$ cat config.mk
export PLATFORM = sky130hd
export DESIGN_NAME = cla_pipe_sub_flat
export DESIGN_NICKNAME = d
export VERILOG_FILES = /design/src/rtl/cla_pkg.sv /design/src/rtl/cla_pipe_sub_if.sv /design/src/rtl/cla4_slice.sv /design/src/rtl/cla_pipe_sub.sv /design/src/flat_wrapper.sv
export SDC_FILE = /design/constraint.sdc
export NUM_CORES = 1
export LEC_CHECK = 0
export BUFFER_PORTS_ARGS = -buffer_cell sky130_fd_sc_hd__buf_2
export CELL_PAD_IN_SITES_DETAIL_PLACEMENT = 0
export CELL_PAD_IN_SITES_GLOBAL_PLACEMENT = 1
export CORE_MARGIN = 2
export CORE_UTILIZATION = 45
export CTS_BUF_LIST = sky130_fd_sc_hd__clkbuf_8
export DETAILED_ROUTE_END_ITERATION = 16
export GPL_TIMING_DRIVEN = 0
export PLACE_DENSITY_LB_ADDON = 0.1
export SKIP_CTS_REPAIR_TIMING = 1
export SLEW_MARGIN = 20
export SYNTH_ARGS = -nofsm -noshare
export SYNTH_HDL_FRONTEND = slang
export SYNTH_SLANG_ARGS = --single-unit
$ cat constraint.sdc
create_clock -name clk -period 2.2 [get_ports clk]
set_clock_uncertainty 0.15 [all_clocks]
set_input_delay 0.44 -clock clk [delete_from_list [all_inputs] [get_ports clk]]
set_output_delay 0.44 -clock clk [all_outputs]
set_load 0.03 [all_outputs]
$ cat src/rtl/cla_pkg.sv
// Shared definitions for the carry-lookahead adder/subtractor family:
// slice width, stage-count and field-offset helpers, and the per-slice G/P struct.
package cla_pkg;

  localparam int SLICE_W = 4;

  typedef struct packed {
    logic [SLICE_W-1:0] g;
    logic [SLICE_W-1:0] p;
  } cla_gp_t;

  function automatic int nstg_of(input int width);
    return (width < SLICE_W) ? 1 : width / SLICE_W;
  endfunction

  // Bit offset of stage stg's remaining-subtrahend field in the packed store;
  // stage k keeps width - SLICE_W*(k+1) bits, so the fields shrink down the pipe.
  function automatic int brem_off(input int width, input int stg);
    return stg * width - (SLICE_W * stg * (stg + 1)) / 2;
  endfunction

endpackage

$ cat src/rtl/cla_pipe_sub_if.sv
// Operand/result handshake bundle for cla_pipe_sub.
// CLA_SUB_ADD_MODE_EN adds the per-operation mode bit.
interface cla_pipe_sub_if #(
  parameter int WIDTH = 16
);
  logic             in_valid;
  logic             in_ready;
  logic [WIDTH-1:0] a;
  logic [WIDTH-1:0] b;
  logic             bin;
`ifdef CLA_SUB_ADD_MODE_EN
  logic             mode;
`endif
  logic             out_valid;
  logic             out_ready;
  logic [WIDTH-1:0] diff;
  logic             bout;

  modport master (
    output in_valid, a, b, bin, out_ready,
`ifdef CLA_SUB_ADD_MODE_EN
    output mode,
`endif
    input  in_ready, out_valid, diff, bout
  );

  modport slave (
    input  in_valid, a, b, bin, out_ready,
`ifdef CLA_SUB_ADD_MODE_EN
    input  mode,
`endif
    output in_ready, out_valid, diff, bout
  );

endinterface

$ cat src/rtl/cla4_slice.sv
// Combinational 4-bit carry-lookahead slice: s = x + y + ci, co = carry out.
module cla4_slice
  import cla_pkg::*;
(
  input  logic [SLICE_W-1:0] x,
  input  logic [SLICE_W-1:0] y,
  input  logic               ci,
  output logic [SLICE_W-1:0] s,
  output logic               co
);

  cla_gp_t          gp;
  logic [SLICE_W:0] c;

  assign gp.g = x & y;
  assign gp.p = x ^ y;

  assign c[0] = ci;
  assign c[1] = gp.g[0] | (gp.p[0] & ci);
  assign c[2] = gp.g[1] | (gp.p[1] & gp.g[0]) | (gp.p[1] & gp.p[0] & ci);
  assign c[3] = gp.g[2] | (gp.p[2] & gp.g[1]) | (gp.p[2] & gp.p[1] & gp.g[0])
              | (gp.p[2] & gp.p[1] & gp.p[0] & ci);
  assign c[4] = gp.g[3] | (gp.p[3] & gp.g[2]) | (gp.p[3] & gp.p[2] & gp.g[1])
              | (gp.p[3] & gp.p[2] & gp.p[1] & gp.g[0])
              | (gp.p[3] & gp.p[2] & gp.p[1] & gp.p[0] & ci);

  assign s  = gp.p ^ c[SLICE_W-1:0];
  assign co = c[SLICE_W];

endmodule

$ cat src/rtl/cla_pipe_sub.sv
// Pipelined unsigned subtractor diff = a - b - bin, one CLA slice per stage,
// valid/ready with full backpressure. CLA_SUB_ADD_MODE_EN adds an add mode.
module cla_pipe_sub
  import cla_pkg::*;
#(
  parameter  int WIDTH = 16,
  localparam int NSTG  = nstg_of(WIDTH)
) (
  input logic           clk,
  input logic           rst_n,
  cla_pipe_sub_if.slave bus
);

  localparam int BREM_W = (NSTG > 1) ? brem_off(WIDTH, NSTG - 1) : 1;

  if ((WIDTH < SLICE_W) || ((WIDTH % SLICE_W) != 0)) begin : g_bad_width
    $error("cla_pipe_sub: WIDTH must be a positive multiple of 4");
  end

  logic [NSTG-1:0]            v_reg, v_next, adv, src_v, load;
  logic [NSTG-1:0]            c_reg, c_next;
  logic [NSTG-1:0][WIDTH-1:0] w_reg, w_next;
  logic [BREM_W-1:0]          brem_reg, brem_next;
  logic                       ready_en_reg;
`ifdef CLA_SUB_ADD_MODE_EN
  logic [NSTG-1:0]            m_reg, m_next;
`endif

  // Advance chain: a stage moves when it is empty or its successor moves.
  always_comb begin
    adv           = '0;
    adv[NSTG-1]   = ~v_reg[NSTG-1] | bus.out_ready;
    for (int i = NSTG - 2; i >= 0; i--) begin
      adv[i] = ~v_reg[i] | adv[i+1];
    end
  end

  assign bus.in_ready = ready_en_reg & adv[0];

  if (NSTG == 1) begin : g_no_brem
    assign brem_next = brem_reg;
  end

  for (genvar gi = 0; gi < NSTG; gi++) begin : g_stg
    localparam int LO   = gi * SLICE_W;
    localparam int DONE = LO + SLICE_W;
    localparam int BO   = brem_off(WIDTH, gi);

    logic [WIDTH-1:0]   word_w, w_upd;
    logic [SLICE_W-1:0] bnib_w, y_w, s_w;
    logic               ci_w, co_w;
`ifdef CLA_SUB_ADD_MODE_EN
    logic               m_w;
`endif

    if (gi == 0) begin : g_head
      assign word_w   = bus.a;
      assign bnib_w   = bus.b[SLICE_W-1:0];
      assign src_v[0] = bus.in_valid & bus.in_ready;
`ifdef CLA_SUB_ADD_MODE_EN
      assign m_w      = bus.mode;
      assign ci_w     = bus.mode ? bus.bin : ~bus.bin;
`else
      assign ci_w     = ~bus.bin;
`endif
      if (NSTG > 1) begin : g_brem
        assign brem_next[BO +: WIDTH-DONE] = load[0] ? bus.b[WIDTH-1:DONE]
                                                     : brem_reg[BO +: WIDTH-DONE];
      end
    end else begin : g_body
      localparam int PBO = brem_off(WIDTH, gi - 1);
      assign word_w    = w_reg[gi-1];
      assign bnib_w    = brem_reg[PBO +: SLICE_W];
      assign src_v[gi] = v_reg[gi-1];
      assign ci_w      = c_reg[gi-1];
`ifdef CLA_SUB_ADD_MODE_EN
      assign m_w       = m_reg[gi-1];
`endif
      if (gi < NSTG - 1) begin : g_brem
        assign brem_next[BO +: WIDTH-DONE] = load[gi] ? brem_reg[PBO+SLICE_W +: WIDTH-DONE]
                                                      : brem_reg[BO +: WIDTH-DONE];
      end
    end

`ifdef CLA_SUB_ADD_MODE_EN
    assign y_w = m_w ? bnib_w : ~bnib_w;
`else
    assign y_w = ~bnib_w;
`endif

    cla4_slice u_slice (
      .x  (word_w[LO +: SLICE_W]),
      .y  (y_w),
      .ci (ci_w),
      .s  (s_w),
      .co (co_w)
    );

    // Result nibbles overwrite the consumed minuend nibbles in the same word.
    always_comb begin
      w_upd                 = word_w;
      w_upd[LO +: SLICE_W]  = s_w;
    end

    // Data only loads when a valid operation enters; empty stages hold still.
    assign load[gi]   = adv[gi] & src_v[gi];
    assign v_next[gi] = adv[gi] ? src_v[gi] : v_reg[gi];
    assign w_next[gi] = load[gi] ? w_upd : w_reg[gi];
    assign c_next[gi] = load[gi] ? co_w : c_reg[gi];
`ifdef CLA_SUB_ADD_MODE_EN
    assign m_next[gi] = load[gi] ? m_w : m_reg[gi];
`endif
  end

  // Carries reset to 1 so the idle borrow output reads 0.
  always_ff @(posedge clk or negedge rst_n) begin
    if (!rst_n) begin
      v_reg        <= '0;
      c_reg        <= '1;
      w_reg        <= '0;
      brem_reg     <= '0;
      ready_en_reg <= 1'b0;
`ifdef CLA_SUB_ADD_MODE_EN
      m_reg        <= '0;
`endif
    end else begin
      v_reg        <= v_next;
      c_reg        <= c_next;
      w_reg        <= w_next;
      brem_reg     <= brem_next;
      ready_en_reg <= 1'b1;
`ifdef CLA_SUB_ADD_MODE_EN
      m_reg        <= m_next;
`endif
    end
  end

  assign bus.out_valid = v_reg[NSTG-1];
  assign bus.diff      = w_reg[NSTG-1];
`ifdef CLA_SUB_ADD_MODE_EN
  assign bus.bout      = m_reg[NSTG-1] ? c_reg[NSTG-1] : ~c_reg[NSTG-1];
`else
  assign bus.bout      = ~c_reg[NSTG-1];
`endif

endmodule
$ cat src/flat_wrapper.sv
// flat-port wrapper written by rule: the top's interface ports become plain ports
module cla_pipe_sub_flat import cla_pkg::*;
#(
  parameter  int WIDTH = 16,
  localparam int NSTG  = nstg_of(WIDTH)
)
  (clk, rst_n, bus_in_valid, bus_a, bus_b, bus_bin, bus_out_ready, bus_in_ready, bus_out_valid, bus_diff, bus_bout);
  cla_pipe_sub_if #(.WIDTH(WIDTH)) bus_i ();
  input logic clk;
  input logic rst_n;
  input wire logic [$bits(bus_i.in_valid)-1:0] bus_in_valid;
  input wire logic [$bits(bus_i.a)-1:0] bus_a;
  input wire logic [$bits(bus_i.b)-1:0] bus_b;
  input wire logic [$bits(bus_i.bin)-1:0] bus_bin;
  input wire logic [$bits(bus_i.out_ready)-1:0] bus_out_ready;
  output wire logic [$bits(bus_i.in_ready)-1:0] bus_in_ready;
  output wire logic [$bits(bus_i.out_valid)-1:0] bus_out_valid;
  output wire logic [$bits(bus_i.diff)-1:0] bus_diff;
  output wire logic [$bits(bus_i.bout)-1:0] bus_bout;
  assign bus_i.in_valid = bus_in_valid;
  assign bus_i.a = bus_a;
  assign bus_i.b = bus_b;
  assign bus_i.bin = bus_bin;
  assign bus_i.out_ready = bus_out_ready;
  assign bus_in_ready = bus_i.in_ready;
  assign bus_out_valid = bus_i.out_valid;
  assign bus_diff = bus_i.diff;
  assign bus_bout = bus_i.bout;
  cla_pipe_sub #(.WIDTH(WIDTH)) u_core (.clk(clk), .rst_n(rst_n), .bus(bus_i));
endmodule
==> summary.txt, run 1 <==
Status
  – Status: finished, final reports clean

CTS
  – Clk sink count: 97
  – Clock tree from TritonCTS: done
  – Clock transition at path regs: 0.10 ns
  – CTS root buffer: clkbuf_8
  – Total CTS buffers: 9
  – CTS H-tree lvls: 3
  – Clock latency on the worst-skew pair: 0.35 ns
  – Clock Path Buffers: 2

Placement
  – Place WS: 0.188 ns
  – GPL Wtd Cong: 0.733
  – Port Buffers: 55
  – Placed insts: 472
  – Post-DP HPWL: 4.97 mm

Min path
  – Hold Path Depth: 2
  – Hold Crit Start: bus_b[14]
  – Worst Hold Path EP: u_core.brem_reg[10]
  – Hold Crit Class: in -> reg

Power and ir drop
  – Sw Share: 32.1%
  – Overall Power: 5.67 mW
  – Internal Power: 3.85 mW
  – Pleak: 2.36 nW
  – P_sw: 1.82 mW
  – Flop pwr share: 46.6%
  – Clock share of power: 23.2%
  – PwrDens: 1150 nW/um^2
  – Maximum vdd ir drop: 0.455 mV
  – Logic pwr share: 30.2%

Drt
  – DRC Markers: 0
  – Initial DRT Pass Iterations: 4
  – Final wirelength: 6.86 mm
  – Routed wire per std cell: 13.9 um
  – Vias: 2,416
  – Antenna Violating Nets Remaining: 0
  – 1st-iter DRT viols: 53
  – Vias per std cell: 4.90

Critical path
  – R2R Setup Slk: 0.25 ns
  – Endpoint type of the worst setup path: primary output
  – Reg-to-reg critical path endpoint: u_core.g_stg[2].word_w[13]
  – Top delay family on crit path: simple AND/OR/NAND/NOR gates
  – Crit path max fanout: 4
  – Start-to-end type of the worst setup path: reg -> out
  – CP max stage delay: 0.43 ns
  – Crit path max-delay cell type: dfrtp_1
  – Crit-path cells: nand4b_4 > or2_4 > and2_1 > clkbuf_4
  – Crit path DAT: 1.51 ns
  – Crit Reg-Reg Startpoint: u_core.v_reg[2]
  – Critical path required time: 1.61 ns
  – Startpoint Class: flop
  – Reg2reg path depth: 6
  – Buf/Inv on CP: 1

Timing
  – Minimum period implied by the final worst setup slack: 2.10 ns
  – RSZ-0062 raised after global routing: false
  – Final period utilization: 95.5%
  – PnR worst setup slack: 0.0990 ns
  – Final hold violation count: 0
  – Setup TNS: 0 ns
  – # setup viols final: 0
  – Slew Limit Fails: 0
  – F_max: 0.476 GHz

Floorplan
  – Standard-cell rows: 35
  – Chip width: 101 um
  – Die area: 10,200 um^2
  – Die Ht: 101 um
  – Starting Density: 46.1%
  – CORE AREA: 9150 um^2
  – IO Pins: 56

Cells and area
  – Non-filler cells, final: 493
  – Finished Core Util: 54.1%
  – Area Overhead vs Synth: 17.2%
  – Diodes inserted: 0
  – Reg area: 2430 um^2
  – # fillers: 820
  – Largest register FFs: 48
  – Combined area of the multi-input logic cells: 1650 um^2
  – Layout cell share with drive strength beyond 1: 44.2%
  – Fin nets: 434

Yosys
  – Cells after Synth: 305
  – Asr flop ratio synth: 100%
  – Area leader, netlist: dfrtp_1
  – Synth cell count leaders: dfrtp_1, mux2_2, inv_1
  – Ys Warns: 0
  – Count of state elements after synthesis: 97
  – Register area share after synthesis: 57.6%
  – Syn Nets: 362
  – Most frequent cell after synthesis: dfrtp_1
  – Synth unique cells: 31
  – EDFF count, synth: 0
  – Area contributors post-synth: dfrtp_1, mux2_2, ha_1, dfstp_2, fa_1
  – Post-synth design cell area: 4220 um^2
  – Syn avg cell area: 13.8 um^2
  – Synth Flop Type: dfrtp_1
  – Top cell type's share of synthesized area: 55.1%

Global routing
  – Initial antenna violation count: 0
  – Vias in the first global route: 2,356
  – GRT Resource Usage Total: 14.6%
  – Congestion Overflow GR: 0
  – First-pass GRT wire length: 11.4 mm
  – Largest net degree at the start of global routing: 60
  – GR peak layer: met2
  – Met2 Resource Use GR: 23.4%
  – GRT met1 Usage: 20.1%
  – GR Util met3: 2.64%

Run
  – Max Cap Viol: 0
[through the flow]
| stage | hold WS [ns] | instance area (um^2) |
|---|---|---|
| 2_1_floorplan | -0.00559 | 4220 |
| 3_3_place_gp | 0.307 | 4640 |
| 3_5_place_dp | 0.219 | 4670 |
| 4_1_cts | -0.174 | 4900 |
| 5_1_grt | 0.145 | 4950 |
| 6_report | 0.160 | 4950 |
[cells in the final DEF (no fill, tap or decap), types with 2 or more instances in the layout]
| cell type | synthesis | layout |
|---|---|---|
| a21oi_1 | 7 | 7 |
| buf_6 | 3 | 4 |
| inv_1 | 19 | 19 |
| nand2_1 | 18 | 18 |
| o31ai_1 | 3 | 3 |
| mux2_2 | 74 | 74 |
| o21bai_1 | 3 | 3 |
| nand2b_1 | 5 | 5 |
| xor2_1 | 3 | 3 |
| xnor2_1 | 6 | 6 |
| bufinv_16 | 0 | 2 |
| nor2_1 | 6 | 6 |
| dfrtp_2 | 0 | 2 |
| a211oi_1 | 7 | 7 |
| dfrtp_1 | 93 | 91 |
| fa_1 | 4 | 4 |
| inv_6 | 0 | 3 |
| clkbuf_8 | 0 | 10 |
| o21ai_0 | 14 | 14 |
| buf_4 | 4 | 8 |
| dfstp_2 | 4 | 4 |
| buf_2 | 2 | 55 |
| a21o_1 | 3 | 3 |
| ha_1 | 16 | 16 |
[how the worst max path moves through the flow]
stage / start / endpoint / slack (ns) / cells past startpoint
floorplan: u_core.v_reg[3] / bus_in_ready / 0.30 / 3
global placement: rst_n / u_core.g_stg[1].word_w[9] / -0.46 / 1
detailed placement: bus_out_ready / bus_in_ready / 0.19 / 5
CTS: u_core.v_reg[3] / bus_in_ready / -0.03 / 4
global route: u_core.v_reg[3] / bus_in_ready / 0.05 / 4
finish: u_core.v_reg[2] / bus_in_ready / 0.1 / 4
[power by group through the flow]
| stage | Clock, mW | Combinational, mW | Sequential [mW] |
|---|---|---|---|
| 2_1_floorplan | 0 | 1.03 | 2.89 |
| 4_1_cts | 1.36 | 1.74 | 2.65 |
| 3_5_place_dp | 0 | 1.73 | 2.69 |
| 5_1_grt | 1.43 | 1.92 | 2.72 |
| 6_report | 1.32 | 1.71 | 2.64 |
| 3_3_place_gp | 0 | 1.70 | 2.67 |
[layout make-up]
cell class | instances | share of cell area (%)
Multi-Input combinational cell | 180 | 33.3
Timing Repair Buffer | 61 | 7.10
Sequential cell | 97 | 49.2
Clock inverter | 6 | 1.92
Inverter | 19 | 1.44
Clock buffer | 10 | 2.78
Buffer | 9 | 1.49
Tap cell | 111 | 2.81
[per-layer routing]
layer  vias up  routed length [um]  share of wire (%)
met3         8                 191                2.8
met4         0                  77                1.1
met2        36                3250                 47
met1      1169                3350                 49
met5         -                   0                  0
li1       1203                   -                  -
[logic make-up after synthesis]
family,Yosys count,share of synthesized area [%]
xor+xnor,9,1.87
compound gates,40,6.16
fa+ha+maj,20,6.64
flops,97,57.6
buf+inv,28,3.44
simple gates,35,4.18
other cells,1,0.0888
mux,75,20.0
No activity file was read; power rests on OpenSTA's default activity.
==> inputs of run 2 (changes only) <==
CORE_UTILIZATION = 44   (was 45)
clock period = 1.7 ns   (was 2.2 ns; I/O delays follow)
==> run 2 against run 1 <==
Compared with the run above: the flow now finishes with violations (negative setup slack); sequential power grew 31%; clock power increased by 11%; sequential share of layout area shrank 0.88 points; total power is 29% higher; die area grew 2.2%; clock-buffer cell count is the same; combinational power rose by 40%; hold slack lost 0.099 ns; utilization increased by 0.20 points; global-route usage is 0.12 points higher; via count rose by 0.66%; critical path type unchanged; highest routed layer unchanged.
==> summary.txt, run 2 (synthesized netlist as in run 1, its figures left out) <==
Status
  – Status: finished with violations
  – Failing checks: negative setup slack

Power and ir drop
  – Flop pwr share: 47.1% (+0.5 points)
  – P_sw: 2.41 mW (+33%)
  – Logic pwr share: 32.7% (+2.5 points)
  – Pleak: 2.39 nW (+1.1%)
  – Clock share of power: 20.1% (-3.1 points)
  – PwrDens: 1450 nW/um^2 (+27%)
  – Sw Share: 32.9% (+0.83 points)
  – Internal Power: 4.92 mW (+28%)
  – Maximum vdd ir drop: 0.440 mV (-3.4%)
  – Overall Power: 7.33 mW (+29%)

Cells and area
  – Most common cell after layout, fill and taps aside: dfrtp_1
  – Reg area: 2430 um^2 (unchanged)
  – Diodes inserted: 0 (unchanged)
  – Layout cell share with drive strength beyond 1: 47.8% (+3.6 points)
  – Combined area of the multi-input logic cells: 1710 um^2 (+3.7%)
  – # fillers: 860 (+4.9%)
  – Area Overhead vs Synth: 19.4%
  – Fin nets: 438 (+0.92%)
  – Finished Core Util: 54.3% (+0.20 points)
  – Non-filler cells, final: 514 (+4.3%)
  – Largest register FFs: 48 (unchanged)
  – Commonest cells after routing, fill and taps aside: dfrtp_1, mux2_2, buf_2

Critical path
  – CP max stage delay: 0.42 ns (about the same)
  – Reg2reg path depth: 5 (-1)
  – Critical path required time: 1.21 ns (-0.40 ns)
  – Buf/Inv on CP: 1 (unchanged)
  – Startpoint Class: flop
  – Top delay family on crit path: simple AND/OR/NAND/NOR gates
  – R2R Setup Slk: -0.05 ns (-0.30 ns)
  – Crit-path cells: nand4b_4 > or2_4 > and2_4 > buf_6
  – Endpoint type of the worst setup path: primary output
  – Crit path max-delay cell type: dfrtp_1
  – Start-to-end type of the worst setup path: reg -> out
  – Crit Reg-Reg Startpoint: u_core.v_reg[2]
  – Crit path DAT: 1.47 ns (-0.04 ns)
  – Crit path max fanout: 5 (+1)
  – Reg-to-reg critical path endpoint: u_core.g_stg[1].word_w[6]

Run
  – Max Cap Viol: 0 (unchanged)

Min path
  – Worst Hold Path EP: u_core.g_stg[1].word_w[14]
  – Hold Crit Class: in -> reg
  – Hold Crit Start: bus_a[14]
  – Hold Path Depth: 2 (unchanged)

Floorplan
  – Die Ht: 102 um (+1.1%)
  – Die area: 10,400 um^2 (+2.2%)
  – Starting Density: 45.5% (-0.65 points)
  – Chip width: 102 um (+1.1%)
  – Standard-cell rows: 35 (unchanged)
  – IO Pins: 56 (unchanged)
  – CORE AREA: 9280 um^2 (+1.4%)

CTS
  – Clk sink count: 97 (unchanged)
  – Clock latency on the worst-skew pair: 0.35 ns (about the same)
  – Clock transition at path regs: 0.09 ns (about the same)
  – CTS root buffer: clkbuf_8
  – Clock tree from TritonCTS: done
  – Clock Path Buffers: 2 (unchanged)
  – CTS H-tree lvls: 3 (unchanged)
  – Total CTS buffers: 9 (unchanged)

Global routing
  – Congestion Overflow GR: 0 (unchanged)
  – Vias in the first global route: 2,386 (+1.3%)
  – Largest net degree at the start of global routing: 52 (-13%)
  – Initial antenna violation count: 0 (unchanged)
  – First-pass GRT wire length: 11.7 mm (+2.7%)
  – GRT Resource Usage Total: 14.7% (+0.12 points)

Drt
  – 1st-iter DRT viols: 64 (+21%)
  – Final wirelength: 7.04 mm (+2.6%)
  – Initial DRT Pass Iterations: 4 (unchanged)
  – Routed wire per std cell: 13.7 um (-1.6%)
  – Antenna Violating Nets Remaining: 0 (unchanged)
  – DRC Markers: 0 (unchanged)
  – Vias: 2,432 (+0.66%)
  – Vias per std cell: 4.73 (-3.5%)

Timing
  – Final hold violation count: 0 (unchanged)
  – RSZ-0062 raised after global routing: true
  – Final period utilization: 115%
  – Slew Limit Fails: 0 (unchanged)
  – Hold WS: 0.0614 ns (-0.0989 ns)
  – Minimum period implied by the final worst setup slack: 1.96 ns
  – PnR worst setup slack: -0.258 ns (-0.357 ns)
  – F_max: 0.511 GHz
  – # setup viols final: 23 (+23)

Placement
  – GPL Wtd Cong: 0.771 (+5.3%)
  – Placed insts: 490 (+3.8%)
  – Post-DP HPWL: 5.20 mm (+4.5%)
  – Port Buffers: 55 (unchanged)
-- run 2: changes by cell type in the layout (fill, tap and decap cells not counted), sizes merged --
cell / before / now
buf: 68 / 73
bufinv: 2 / 1
clkbuf: 11 / 10
clkinv: 1 / 2
inv: 22 / 21
-- run 2: area by class of cell --
type	count	share of cell area [%]
flip-flops and latches	97	48.3
multi-input cells	180	33.9
repair buffers	65	7.65
well taps	129	3.20
clock buffers	10	2.73
plain buffers	9	1.69
inverters	19	1.42
clock inverters	5	1.12
-- run 2: routing by layer --
metal  wire length [um]  share of wire (%)  vias to the layer above  global-route usage [%]
met5                  0                  0                        -                       0
met2               3060                 43                       43                    20.9
met1               3660                 52                     1173                    22.1
li1                   -                  -                     1208                       -
met4                 90                1.3                        0                    5.85
met3                226                3.2                        8                    3.08
-- run 2: power by group through the flow --
stage	combinational, mW	sequential [mW]	clock, mW
2_1_floorplan	1.34	3.75	0
3_5_place_dp	2.25	3.50	0
4_1_cts	2.25	3.45	1.53
3_3_place_gp	2.18	3.47	0
6_report	2.40	3.45	1.47
5_1_grt	2.67	3.56	1.61
-- run 2: through the flow --
stage	area [um^2]	worst slack (ns)	TNS [ns]
2_1_floorplan	4220	0.0216	0
6_report	5040	-0.258	-1.15
5_1_grt	5040	-0.330	-3.53
3_3_place_gp	4660	-1.04	-85.27
3_5_place_dp	4690	-0.119	-4.08
4_1_cts	4890	-0.416	-0.929
-- run 2: worst register-to-register path, delay by kind of cell (launching register included) --
family | cells | cell delay, ns
compound gates | 1 | 0.22
simple gates | 1 | 0.15
flops | 1 | 0.42
mux | 1 | 0.34
buf+inv | 2 | 0.36
-- run 2: worst max path at each step --
stage          slack (ns)                    endpoint       startpoint  cells after the start
2_1_floorplan        0.02                bus_in_ready  u_core.v_reg[3]                      3
3_3_place_gp        -1.04             u_core.v_reg[3]            rst_n                      1
3_5_place_dp        -0.12  u_core.g_stg[2].word_w[13]    bus_out_ready                      5
4_1_cts             -0.42                bus_in_ready  u_core.v_reg[1]                      4
5_1_grt             -0.33                bus_in_ready  u_core.v_reg[2]                      4
6_report            -0.26                bus_in_ready  u_core.v_reg[2]                      4
